==> config.mk <==
export PLATFORM = sky130hd
export DESIGN_NAME = burst_ram_arbiter
export DESIGN_NICKNAME = d
export VERILOG_FILES = /design/src/rtl/burst_ram_arbiter.sv
export SDC_FILE = /design/constraint.sdc
export NUM_CORES = 1
export LEC_CHECK = 0
export ABC_AREA = 1
export BUFFER_PORTS_ARGS = -buffer_cell sky130_fd_sc_hd__clkbuf_2
export CAP_MARGIN = 20
export CORE_ASPECT_RATIO = 0.7
export CORE_UTILIZATION = 63
export CTS_BUF_LIST = sky130_fd_sc_hd__clkbuf_2
export CTS_CLUSTER_DIAMETER = 30
export DETAILED_ROUTE_END_ITERATION = 12
export PLACE_DENSITY_LB_ADDON = 0.08
export SYNTH_ARGS = -nofsm -noshare
export SYNTH_HDL_FRONTEND = slang
export SYNTH_SLANG_ARGS = --single-unit
==> constraint.sdc <==
create_clock -name clk -period 4.1 [get_ports clk]
set_clock_uncertainty 0.05 [all_clocks]
set_input_delay 0.82 -clock clk [delete_from_list [all_inputs] [get_ports clk]]
set_output_delay 0.82 -clock clk [all_outputs]
set_load 0.02 [all_outputs]
==> src/rtl/burst_ram_arbiter.sv <==
`default_nettype none
// +----------------------------------------------------------------------------+
// | burst_ram_arbiter                                                          |
// | Shares one burst RAM command port between two buffered cache clients.      |
// | Rev 1.0                                                                    |
// +----------------------------------------------------------------------------+
module burst_ram_arbiter #(
  parameter int ADDR_BITWIDTH          = 21,
  parameter int BURST_BEATS            = 4,
  parameter int COMMAND_DELAY_INTERVAL = 13
) (
  input  logic                     clk,
  input  logic                     rst_n,
  input  logic                     c0_cmd,
  input  logic                     c0_cmd_en,
  input  logic [ADDR_BITWIDTH-1:0] c0_addr,
  input  logic [63:0]              c0_wr_data,
  input  logic [7:0]               c0_data_mask,
  output logic [63:0]              c0_rd_data,
  output logic                     c0_rd_data_valid,
  output logic                     c0_busy,
  input  logic                     c1_cmd,
  input  logic                     c1_cmd_en,
  input  logic [ADDR_BITWIDTH-1:0] c1_addr,
  input  logic [63:0]              c1_wr_data,
  input  logic [7:0]               c1_data_mask,
  output logic [63:0]              c1_rd_data,
  output logic                     c1_rd_data_valid,
  output logic                     c1_busy,
  output logic                     br_cmd,
  output logic                     br_cmd_en,
  output logic [ADDR_BITWIDTH-1:0] br_addr,
  output logic [63:0]              br_wr_data,
  output logic [7:0]               br_data_mask,
  input  logic [63:0]              br_rd_data,
  input  logic                     br_rd_data_valid
);

  localparam int c_BEAT_W = $clog2(BURST_BEATS);
  localparam int c_DLY_W  = $clog2(COMMAND_DELAY_INTERVAL + 1);
  // Grant happens one cycle before the br_cmd_en pulse, hence the minus one.
  localparam logic [c_DLY_W-1:0] c_DLY_LOAD = c_DLY_W'(COMMAND_DELAY_INTERVAL - 1);

  typedef enum logic [2:0] {
    S_IDLE     = 3'd0,
    S_WR_ISSUE = 3'd1,
    S_WR_1     = 3'd2,
    S_WR_2     = 3'd3,
    S_WR_3     = 3'd4,
    S_RD_ISSUE = 3'd5,
    S_RD_WAIT  = 3'd6
  } state_t;

  state_t r_state, w_state_nxt;

  logic [1:0]               w_cmd_en, w_cmd_in, w_cap, w_done, w_req;
  logic [ADDR_BITWIDTH-1:0] w_addr_in [2];
  logic [63:0]              w_data_in [2];
  logic [7:0]               w_mask_in [2];

  logic [1:0]               r_pend, r_cmd;
  logic [ADDR_BITWIDTH-1:0] r_addr [2];
  logic [7:0]               r_mask [2];
  logic [63:0]              r_slot [2][BURST_BEATS];
  logic [c_BEAT_W-1:0]      r_cap  [2];

  logic                     r_owner, r_last;
  logic [c_DLY_W-1:0]       r_dly;
  logic [1:0]               r_rd_cnt;
  logic                     r_br_cmd_en, r_br_cmd;
  logic [ADDR_BITWIDTH-1:0] r_br_addr;
  logic [7:0]               r_br_mask;

  logic                     w_gnt_vld, w_gnt_id, w_gnt_cmd;
  logic [ADDR_BITWIDTH-1:0] w_gnt_addr;
  logic [7:0]               w_gnt_mask;

  assign w_cmd_en     = {c1_cmd_en, c0_cmd_en};
  assign w_cmd_in     = {c1_cmd, c0_cmd};
  assign w_addr_in[0] = c0_addr;
  assign w_addr_in[1] = c1_addr;
  assign w_data_in[0] = c0_wr_data;
  assign w_data_in[1] = c1_wr_data;
  assign w_mask_in[0] = c0_data_mask;
  assign w_mask_in[1] = c1_data_mask;
  assign w_cap        = w_cmd_en & ~r_pend;

  // Per-client command buffers; write beats 1..3 follow the command pulse.
  always_ff @(posedge clk or negedge rst_n) begin
    if (!rst_n) begin
      r_pend <= '0;
      r_cmd  <= '0;
      for (int i = 0; i < 2; i++) begin
        r_addr[i] <= '0;
        r_mask[i] <= '0;
        r_cap[i]  <= '0;
        for (int k = 0; k < BURST_BEATS; k++) r_slot[i][k] <= '0;
      end
    end else begin
      for (int i = 0; i < 2; i++) begin
        if (w_cap[i]) begin
          r_pend[i]    <= 1'b1;
          r_cmd[i]     <= w_cmd_in[i];
          r_addr[i]    <= w_addr_in[i];
          r_mask[i]    <= w_mask_in[i];
          r_slot[i][0] <= w_data_in[i];
          r_cap[i]     <= w_cmd_in[i] ? c_BEAT_W'(1) : '0;
        end else begin
          if (w_done[i]) r_pend[i] <= 1'b0;
          if (r_cap[i] != '0) begin
            r_slot[i][r_cap[i]] <= w_data_in[i];
            r_cap[i]            <= r_cap[i] + c_BEAT_W'(1);
          end
        end
      end
    end
  end

  // A command arriving this cycle competes directly so it can issue next cycle.
  assign w_req      = r_pend | w_cmd_en;
  assign w_gnt_vld  = (r_state == S_IDLE) && (r_dly == '0) && (w_req != 2'b00);
  assign w_gnt_id   = (&w_req) ? ~r_last : w_req[1];
  assign w_gnt_cmd  = r_pend[w_gnt_id] ? r_cmd[w_gnt_id]  : w_cmd_in[w_gnt_id];
  assign w_gnt_addr = r_pend[w_gnt_id] ? r_addr[w_gnt_id] : w_addr_in[w_gnt_id];
  assign w_gnt_mask = r_pend[w_gnt_id] ? r_mask[w_gnt_id] : w_mask_in[w_gnt_id];

  always_ff @(posedge clk or negedge rst_n) begin
    if (!rst_n) r_state <= S_IDLE;
    else        r_state <= w_state_nxt;
  end

  always_comb begin
    w_state_nxt = r_state;
    w_done      = 2'b00;
    case (r_state)
      S_IDLE:     if (w_gnt_vld) w_state_nxt = w_gnt_cmd ? S_WR_ISSUE : S_RD_ISSUE;
      S_WR_ISSUE: w_state_nxt = S_WR_1;
      S_WR_1:     w_state_nxt = S_WR_2;
      S_WR_2:     w_state_nxt = S_WR_3;
      S_WR_3: begin
        w_state_nxt     = S_IDLE;
        w_done[r_owner] = 1'b1;
      end
      S_RD_ISSUE: w_state_nxt = S_RD_WAIT;
      S_RD_WAIT: begin
        if (br_rd_data_valid && (r_rd_cnt == 2'd3)) begin
          w_state_nxt     = S_IDLE;
          w_done[r_owner] = 1'b1;
        end
      end
      default:    w_state_nxt = S_IDLE;
    endcase
  end

  always_ff @(posedge clk or negedge rst_n) begin
    if (!rst_n) begin
      r_owner     <= 1'b0;
      r_last      <= 1'b1;
      r_dly       <= '0;
      r_rd_cnt    <= '0;
      r_br_cmd_en <= 1'b0;
      r_br_cmd    <= 1'b0;
      r_br_addr   <= '0;
      r_br_mask   <= '0;
    end else begin
      r_br_cmd_en <= w_gnt_vld;
      if (w_gnt_vld) begin
        r_owner   <= w_gnt_id;
        r_last    <= w_gnt_id;
        r_dly     <= c_DLY_LOAD;
        r_rd_cnt  <= '0;
        r_br_cmd  <= w_gnt_cmd;
        r_br_addr <= w_gnt_addr;
        r_br_mask <= w_gnt_mask;
      end else begin
        if (r_dly != '0) r_dly <= r_dly - c_DLY_W'(1);
        if ((r_state == S_RD_WAIT) && br_rd_data_valid) r_rd_cnt <= r_rd_cnt + 2'd1;
      end
    end
  end

  always_comb begin
    br_wr_data = '0;
    case (r_state)
      S_WR_ISSUE: br_wr_data = r_slot[r_owner][0];
      S_WR_1:     br_wr_data = r_slot[r_owner][1];
      S_WR_2:     br_wr_data = r_slot[r_owner][2];
      S_WR_3:     br_wr_data = r_slot[r_owner][3];
      default:    br_wr_data = '0;
    endcase
  end

  assign br_cmd_en        = r_br_cmd_en;
  assign br_cmd           = r_br_cmd;
  assign br_addr          = r_br_addr;
  assign br_data_mask     = r_br_mask;
  assign c0_busy          = r_pend[0];
  assign c1_busy          = r_pend[1];
  assign c0_rd_data       = br_rd_data;
  assign c1_rd_data       = br_rd_data;
  assign c0_rd_data_valid = br_rd_data_valid && (r_state == S_RD_WAIT) && !r_owner;
  assign c1_rd_data_valid = br_rd_data_valid && (r_state == S_RD_WAIT) &&  r_owner;

endmodule
`default_nettype wire
# Word level (Yosys, flattened, before mapping)

Index checks and enable logic that the tools add are counted.

Magnitude comparators: 9
Eq/ne operators: 9
Mux-type cells: 58
Add/subtract/negate cells: 4
Reductions and logical operators: 26
Bitwise gates (word level): 10

Operator list:

| kind                                                                  | number |
|---|---|
| 256-bit 2-to-1 mux                                                    | 5 |
| 256-bit bitwise mux                                                   | 2 |
| 64-bit demux with 2-bit select                                        | 2 |
| 64-bit 2-to-1 mux                                                     | 4 |
| 64-bit case mux with 4 select lines                                   | 1 |
| 21-bit 2-to-1 mux                                                     | 7 |
| 8-bit 2-to-1 mux                                                      | 7 |
| 3-bit case mux with 6 select lines                                    | 1 |
| 2-bit nonzero test                                                    | 9 |
| 1-bit 2-to-1 mux                                                      | 15 |
| 2-bit 2-to-1 mux                                                      | 7 |
| 3-bit equality test, second input constant                            | 3 |
| 1-bit logical AND                                                     | 9 |
| 3-bit 2-to-1 mux                                                      | 3 |
| 4-bit 2-to-1 mux                                                      | 2 |
| 2-bit AND reduction                                                   | 4 |
| 2-bit by 1-bit adder with 2-bit output, second input constant         | 3 |
| 3-bit by 2-bit equality test with 1-bit output, second input constant | 2 |
| 3-bit >= comparator, second input constant                            | 2 |
| 3-bit by 1-bit < comparator with 1-bit output, second input constant  | 2 |
| 2-bit inverter with 3-bit output                                      | 2 |
| 2-bit >= comparator, second input constant                            | 2 |
| 4-bit logical NOT                                                     | 1 |
| 1-bit by 2-bit < comparator with 1-bit output, second input constant  | 2 |
| other kinds (15)                                                      | 19 |

Input bits: 257
Register bits after elaboration: 620
Word-level logic and storage cells: 143
Output and inout port bits: 227

# Longest topological paths before layout

Gate-level depths: netlist of run 1.

Word-level depth: 9
Mapped depth: 10
Gate-level depth less buffers: 9

# Worst setup path before layout of run 1

OpenSTA, ideal clock, no wires.

Kind: flip-flop to output port
Start point: reg r_state[1]
End point: out br_wr_data[27]
Path buffers: 1
Stages on the path, launching flop included: 7
Data arrival time: 1.442 ns
Data required time: 3.230 ns
Path slack: 1.788 ns
Cell sequence: dfrtp_1 -> inv_2 -> nand2_1 -> nor2_2 -> buf_2 -> a22oi_1 -> o211ai_1

Longest elaborated chain between the ends: 2
Elaborated cells between the ends (all ways): 5
Those cells by class: eq/ne: 4; mux: 1

RTL lines:

| element                                     | RTL line | RTL |
|---|---|---|
| start, declared                             | 54       | `state_t r_state, w_state_nxt;` |
| start signal, assigned                      | 129      | `else r_state <= w_state_nxt;` |
| 3-bit equality test (tied with other cells) | 184      | `case (r_state)` |
| 64-bit case mux with 4 select lines (*)     | 184      |  |
| end, declared                               | 33       | `output logic [63:0] br_wr_data,` |

Mark *: on every way between the ends. The rest lies on a longest branch, timed or not.

# Final worst setup path of run 1

Start point: reg r_owner
End point: out br_wr_data[49]

Longest elaborated chain between the ends: 5

RTL lines:

| element                                                | RTL line | RTL |
|---|---|---|
| start, declared                                        | 67       | `logic r_owner, r_last;` |
| start signal, assigned                                 | 168      | `r_owner <= w_gnt_id;` |
| 1-bit inverter with 2-bit output (not written as such) | --       |  |
| 256-bit 2-to-1 mux (not written as such) (3 in series) | 188      | `S_WR_3: br_wr_data = r_slot[r_owner][3];` |
| 64-bit case mux with 4 select lines                    | 184      |  |

Every way passes these cells. The select of a mux whose other input is x is not followed.

==> results.tsv, run 1 <==
metric	value	unit
synth_fp_nets	3857	
first_iter_violations	2704	
worst_hold_path.num_cells	6	
final-seq-area	15520	um^2
core	45140	um^2
die_w	257.8	um
drt-pass1-iter-count	9	
yosysSeqAreaShare	0.5377	
ir_drop	0.0004591	V
overflow	0	
grt_max_degree	98	
hpwl	47610	um
reg2reg_depth	5	
hp-class	primary input to flip-flop	
wl	85060	um
grt_pass1_wl	134800	um
cp-end-kind	output pin	
rrSetupSlack	1400	ps
start_kind	flip-flop	
hold_slack	148.5	ps
io_buffer_count	291	
period_share	0.9559	
finalHoldViolCount	0	
layout_commonest_cell	nand2_1	
total_leakage_power	17.65	nW
multiInputGateArea	10700	um^2
cp.arrival	3050	ps
gp_congestion	0.8763	
antenna_found_initial	5	
area_growth	14.96	%
num_vias	26360	
critPathKind	flip-flop to output pin	
crit_required	3230	ps
clkTransAtPathRegs	120	ps
maxCapViolCount	0	
power_density	779.4	nW/um^2
fillerInstances	3472	
worstMarginPinSlew	1082	ps
vias_per_cell	5.673	
wl_per_cell	18.30	um
outcome	completed	
die_h	181.1	um
final_area	33170	um^2
synth_warnings	0	
period_needed	3919	ps
ant_nets	0	
cts_sinks	620	
synth_area	28860	um^2
worst-path-max-fanout	64	
rows	65	
syn_area_per_cell	8.040	um^2
drive_gt1_frac	0.1526	
synth_cell_types	34	
clk_latency	1170	ps
htree_levels	4	
grt_usage	0.3646	
cts.path.max_buffers	3	
final-setup-viol-count	0	
ioPinCount	484	
cts_tree	built	
placed_area	29640	um^2
drc	0	
grt_pass1_vias	25980	
ys_ff_latch	620	
syn_inst	3589	
cts_root_buffer	clkbuf_2	
start_util	0.6393	
die_area	46680	um^2
slew_headroom	0.2788	
final_max_slew_viol_count	0	
fmax	255.1	MHz
numCtsBuffers	151	
layout.nets	4195	
final_cell_mix	nand2_1 (1616), dfrtp_1 (617), clkbuf_2 (508), o21ai_0 (477), dlygate4sd3_1 (191)	
-- stage by stage --
step	setup WS [ps]	TNS (ps)	total power (W)	std cells	utilization
3_5_place_dp	989.2	0	0.02102	4177	0.6566
6_report	180.6	0	0.02585	4647	0.7349
3_3_place_gp	990.4	0	0.02056	4177	0.6566
2_1_floorplan	1788	0	0.01789	3589	-
5_1_grt	-9.766	-17.41	0.02775	4646	0.7349
4_1_cts	-9.499	-12.12	0.02557	4633	0.7323
-- metal layers --
| metal | wire length, um | vias up | part of all wire | GRT usage |
|---|---|---|---|---|
| met3 | 8274 | 290 | 0.097 | 0.09680 |
| met2 | 38930 | 1524 | 0.46 | 0.5601 |
| met4 | 2999 | 2 | 0.035 | 0.1647 |
| met5 | 49 | - | 0.00058 | 0.008230 |
| li1 | - | 12050 | - | - |
| met1 | 34810 | 12500 | 0.41 | 0.4878 |
-- critical path, cell delays in order, from the launching register on --
cell and delay, ps:
dfrtp_4 630, nand4_1 180, inv_2 120, buf_16 380
nand2_1 120, nand2_1 80, a21oi_1 40, nand3_1 140
clkbuf_2 190
-- report_power, final --
part,leakage (nW),switching [W],internal (W)
combinational,8.83,0.00737,0.00360
sequential,7.76,0.00165,0.00897
clock,1.07,0.00252,0.00175
-- cell families (layout without fill, tap and decap cells) --
kind of cell | count (synthesis) | after routing | synth area share
other | 0 | 7 | 0
XOR/XNOR | 2 | 2 | 0.0006071
buffers and inverters | 521 | 969 | 0.09344
adder cells (fa/ha/maj) | 11 | 11 | 0.004769
flip-flops | 620 | 620 | 0.5377
AO/OA/AOI/OAI | 635 | 635 | 0.1178
AND/OR/NAND/NOR | 1800 | 1800 | 0.2457
-- cell type report --
cell class / instances / share of cell area
sequential: 620 / 0.4679
multi-input combinational: 2448 / 0.3225
timing repair buffer: 537 / 0.1245
clock buffer: 221 / 0.03334
tap: 603 / 0.02274
inverter: 169 / 0.01969
clock inverter: 42 / 0.008826
antenna: 7 / 0.0005280
-- timing repair --
item | 4_1_cts | 5_1_grt
setup buffers | 1 | 5
endpoints found under the setup margin | 63 | 56
gates cloned | 1 | 1
hold buffers | 191 | 0
pin swaps | 1 | 1
resized for setup | 11 | 6
hold endpoints to repair | 685 | 0
-- Yosys cell counts, drive strengths merged --
cell       n  area, um^2
o22ai      1       6.260
o211ai     8       60.06
nor3       3       26.28
o21a       1       7.510
nand3     95       475.5
a22o       7       61.31
a21o      11       82.58
xor2       2       17.52
clkbuf    69       272.8
inv      169       634.4
or2        6       37.54
nand4     53       331.6
a21oi     17       88.84
o21ai    536        2686
a22oi     54       405.4
nor2      17       101.4
dfstp      1       26.28
dfrtp    619       15490
nand2   1626        6118
ha        11       137.6
buf      283        1789
-- final timing paths --
kind / start / endpoint
worst max register to register: r_pend[0] / r_pend[0]
min in group asynchronous: rst_n / r_slot[277]
worst min-delay path: c1_cmd_en / r_cap[1]
worst min register to register: br_addr[7] / br_addr[7]
max in group asynchronous: rst_n / r_slot[298]
worst max-delay path: r_owner / br_wr_data[49]
-- sequential cells by signal, summed over array words and instances (netlist names) --
signal        count
r_state           3
r_mask           16
r_slot          512
r_rd_cnt          2
r_last            1
br_cmd_en         1
r_cap             4
r_addr           42
r_dly             4
r_cmd             2
r_pend            2
br_cmd            1
br_data_mask      8
br_addr          21
r_owner           1
No activity file was read; power rests on OpenSTA's default activity.
==> inputs of run 2 (changes only) <==
--- a/config.mk
+++ b/config.mk
@@ -9,7 +9,7 @@
 export BUFFER_PORTS_ARGS = -buffer_cell sky130_fd_sc_hd__clkbuf_2
 export CAP_MARGIN = 20
 export CORE_ASPECT_RATIO = 0.7
-export CORE_UTILIZATION = 63
+export CORE_UTILIZATION = 59
 export CTS_BUF_LIST = sky130_fd_sc_hd__clkbuf_2
 export CTS_CLUSTER_DIAMETER = 30
 export DETAILED_ROUTE_END_ITERATION = 12
==> constraint.sdc (replaced) <==
create_clock -name clk -period 3.8 [get_ports clk]
set_clock_uncertainty 0.05 [all_clocks]
set_input_delay 0.76 -clock clk [delete_from_list [all_inputs] [get_ports clk]]
set_output_delay 0.76 -clock clk [all_outputs]
set_load 0.02 [all_outputs]
==> run 2 against run 1 <==
Effect of this change:
- wire length rose by 5.0%
- critical path depth fell by 1
- via count rose by 1.0%
- combinational power rose by 19%
- total power rose by 12%
- global-route usage fell by 0.54 points
- largest cell class unchanged
==> results.tsv, run 2 (synthesized netlist as in run 1, its figures left out) <==
metric	value	unit	change
outcome	completed		
core	48030	um^2	+6.4%
worst-path-max-fanout	8		-88%
htree_levels	4		unchanged
final_area	34320	um^2	+3.5%
wl	89290	um	+5.0%
grt_pass1_vias	26350		+1.4%
final.setup.worst_slack	74.64	ps	-106.0 ps
grt_pass1_wl	140600	um	+4.3%
num_vias	26630		+1.0%
drive_gt1_frac	0.1657		+0.01315
hold_slack	74.95	ps	-73.53 ps
layout.nets	4272		+1.8%
power_density	843.6	nW/um^2	+8.2%
cts_tree	built		
final-setup-viol-count	0		unchanged
placed_area	29880	um^2	+0.84%
fillerInstances	3796		+9.3%
ant_nets	0		unchanged
numCtsBuffers	153		+1.3%
wl_per_cell	18.72	um	+2.3%
hp-class	primary input to asynchronous set/reset pin		
cts_sinks	620		unchanged
area_growth	18.94	%	
preCtsSetupSlack	836.4	ps	-152.8 ps
cts_root_buffer	clkbuf_2		
overflow	0		unchanged
start_kind	flip-flop		
clk_latency	1150	ps	-20 ps
final_cell_mix	nand2_1 (1614), dfrtp_1 (616), o21ai_0 (477), clkbuf_2 (473), dlygate4sd3_1 (207)		
io_buffer_count	291		unchanged
final_max_slew_viol_count	0		unchanged
clkTransAtPathRegs	130	ps	about the same
finalHoldViolCount	0		unchanged
totalPowerFinal	0.02895	W	+12%
worstMarginPinSlew	816.9	ps	-264.9 ps
cts.path.max_buffers	3		unchanged
layout_commonest_cell	nand2_1		
fmax	268.4	MHz	
vias_per_cell	5.582		-1.6%
die_area	49810	um^2	+6.7%
ioPinCount	484		unchanged
period_needed	3725	ps	
hpwl	49680	um	+4.4%
die_w	266.3	um	+3.3%
antenna_found_initial	4		-1
drt-pass1-iter-count	6		-3
crit_required	2990	ps	-240 ps
grt_usage	0.3592		-0.005357
cp-end-kind	output pin		
rsz0062_at_grt	true		
largest_register_ffs	512		unchanged
period_share	0.9804		
maxCapViolCount	0		unchanged
die_h	187.0	um	+3.3%
grt_max_degree	141		+44%
ir_drop	0.0005855	V	+28%
critPathKind	flip-flop to output pin		
drc	0		unchanged
total_leakage_power	18.20	nW	+3.1%
gp_congestion	0.8418		-3.9%
first_iter_violations	3231		+19%
cp.arrival	2920	ps	-130 ps
rows	67		+3.1%
regMostFlops	r_slot		
start_util	0.6007		-0.03857
slew_headroom	0.4548		+0.1760
==> run 2: repair_timing <==
| action | CTS | global route |
|---|---|---|
| endpoints found under the hold margin | 804 | 0 |
| setup buffers | 21 | 15 |
| gates resized for setup | 34 | 87 |
| cloned | 11 | 6 |
| pin swaps | 3 | 5 |
| endpoints found under the setup margin | 64 | 56 |
| hold buffers | 207 | 0 |
==> run 2: through the flow <==
step / instances / setup TNS, ps / util
6_report: 4770 / 0 / 0.7145
5_1_grt: 4769 / -1198 / 0.7145
4_1_cts: 4743 / -2.061 / 0.7051
3_5_place_dp: 4244 / 0 / 0.6222
3_3_place_gp: 4243 / 0 / 0.6216
2_1_floorplan: 3589 / 0 / -
==> run 2: critical path: stages (launching register included) <==
cell	delay (ps)
dfrtp_2	510
buf_4	170
nor2_4	150
buf_12	190
buf_16	150
a22oi_1	100
o211ai_1	280
buf_4	200
==> run 2: final timing paths <==
path                                  from        endpoint  slack, ps  depth (start not counted)
worst min-delay path                 rst_n     r_slot[405]         70                          2
worst max register to register   r_pend[0]     r_slot[270]       1490                          8
min in group clk                 c1_cmd_en       r_mask[3]        110                          4
max in group asynchronous            rst_n      r_addr[32]       2390                          4
worst max-delay path            r_state[2]  br_wr_data[59]         70                          7
worst min register to register  r_addr[29]      r_addr[29]        440                          2
==> run 2: power breakdown <==
part           total, W  switching [W]  internal, W
combinational    0.0131        0.00837      0.00476
sequential       0.0114        0.00177      0.00968
clock           0.00438        0.00273      0.00165
==> run 2: layer usage <==
metal | global-route usage | vias up | part of all wire
met1 | 0.4959 | 12670 | 0.41
met3 | 0.09702 | 223 | 0.11
met4 | 0.1406 | 2 | 0.028
met2 | 0.5419 | 1528 | 0.45
li1 | - | 12200 | -
met5 | 0.007722 | - | 0.00062
==> run 2: final cells by class <==
type / instances / area (um^2) / share of cell area
Sequential cell: 620 / 15520 / 0.4522
Multi-Input combinational cell: 2448 / 10740 / 0.3130
Timing Repair Buffer: 610 / 5240 / 0.1527
Clock buffer: 215 / 1076 / 0.03135
Tap cell: 655 / 819.5 / 0.02388
Inverter: 169 / 660.6 / 0.01925
Clock inverter: 45 / 227.7 / 0.006635
Timing Repair inverter: 2 / 17.52 / 0.0005104
Antenna cell: 6 / 15.01 / 0.0004374
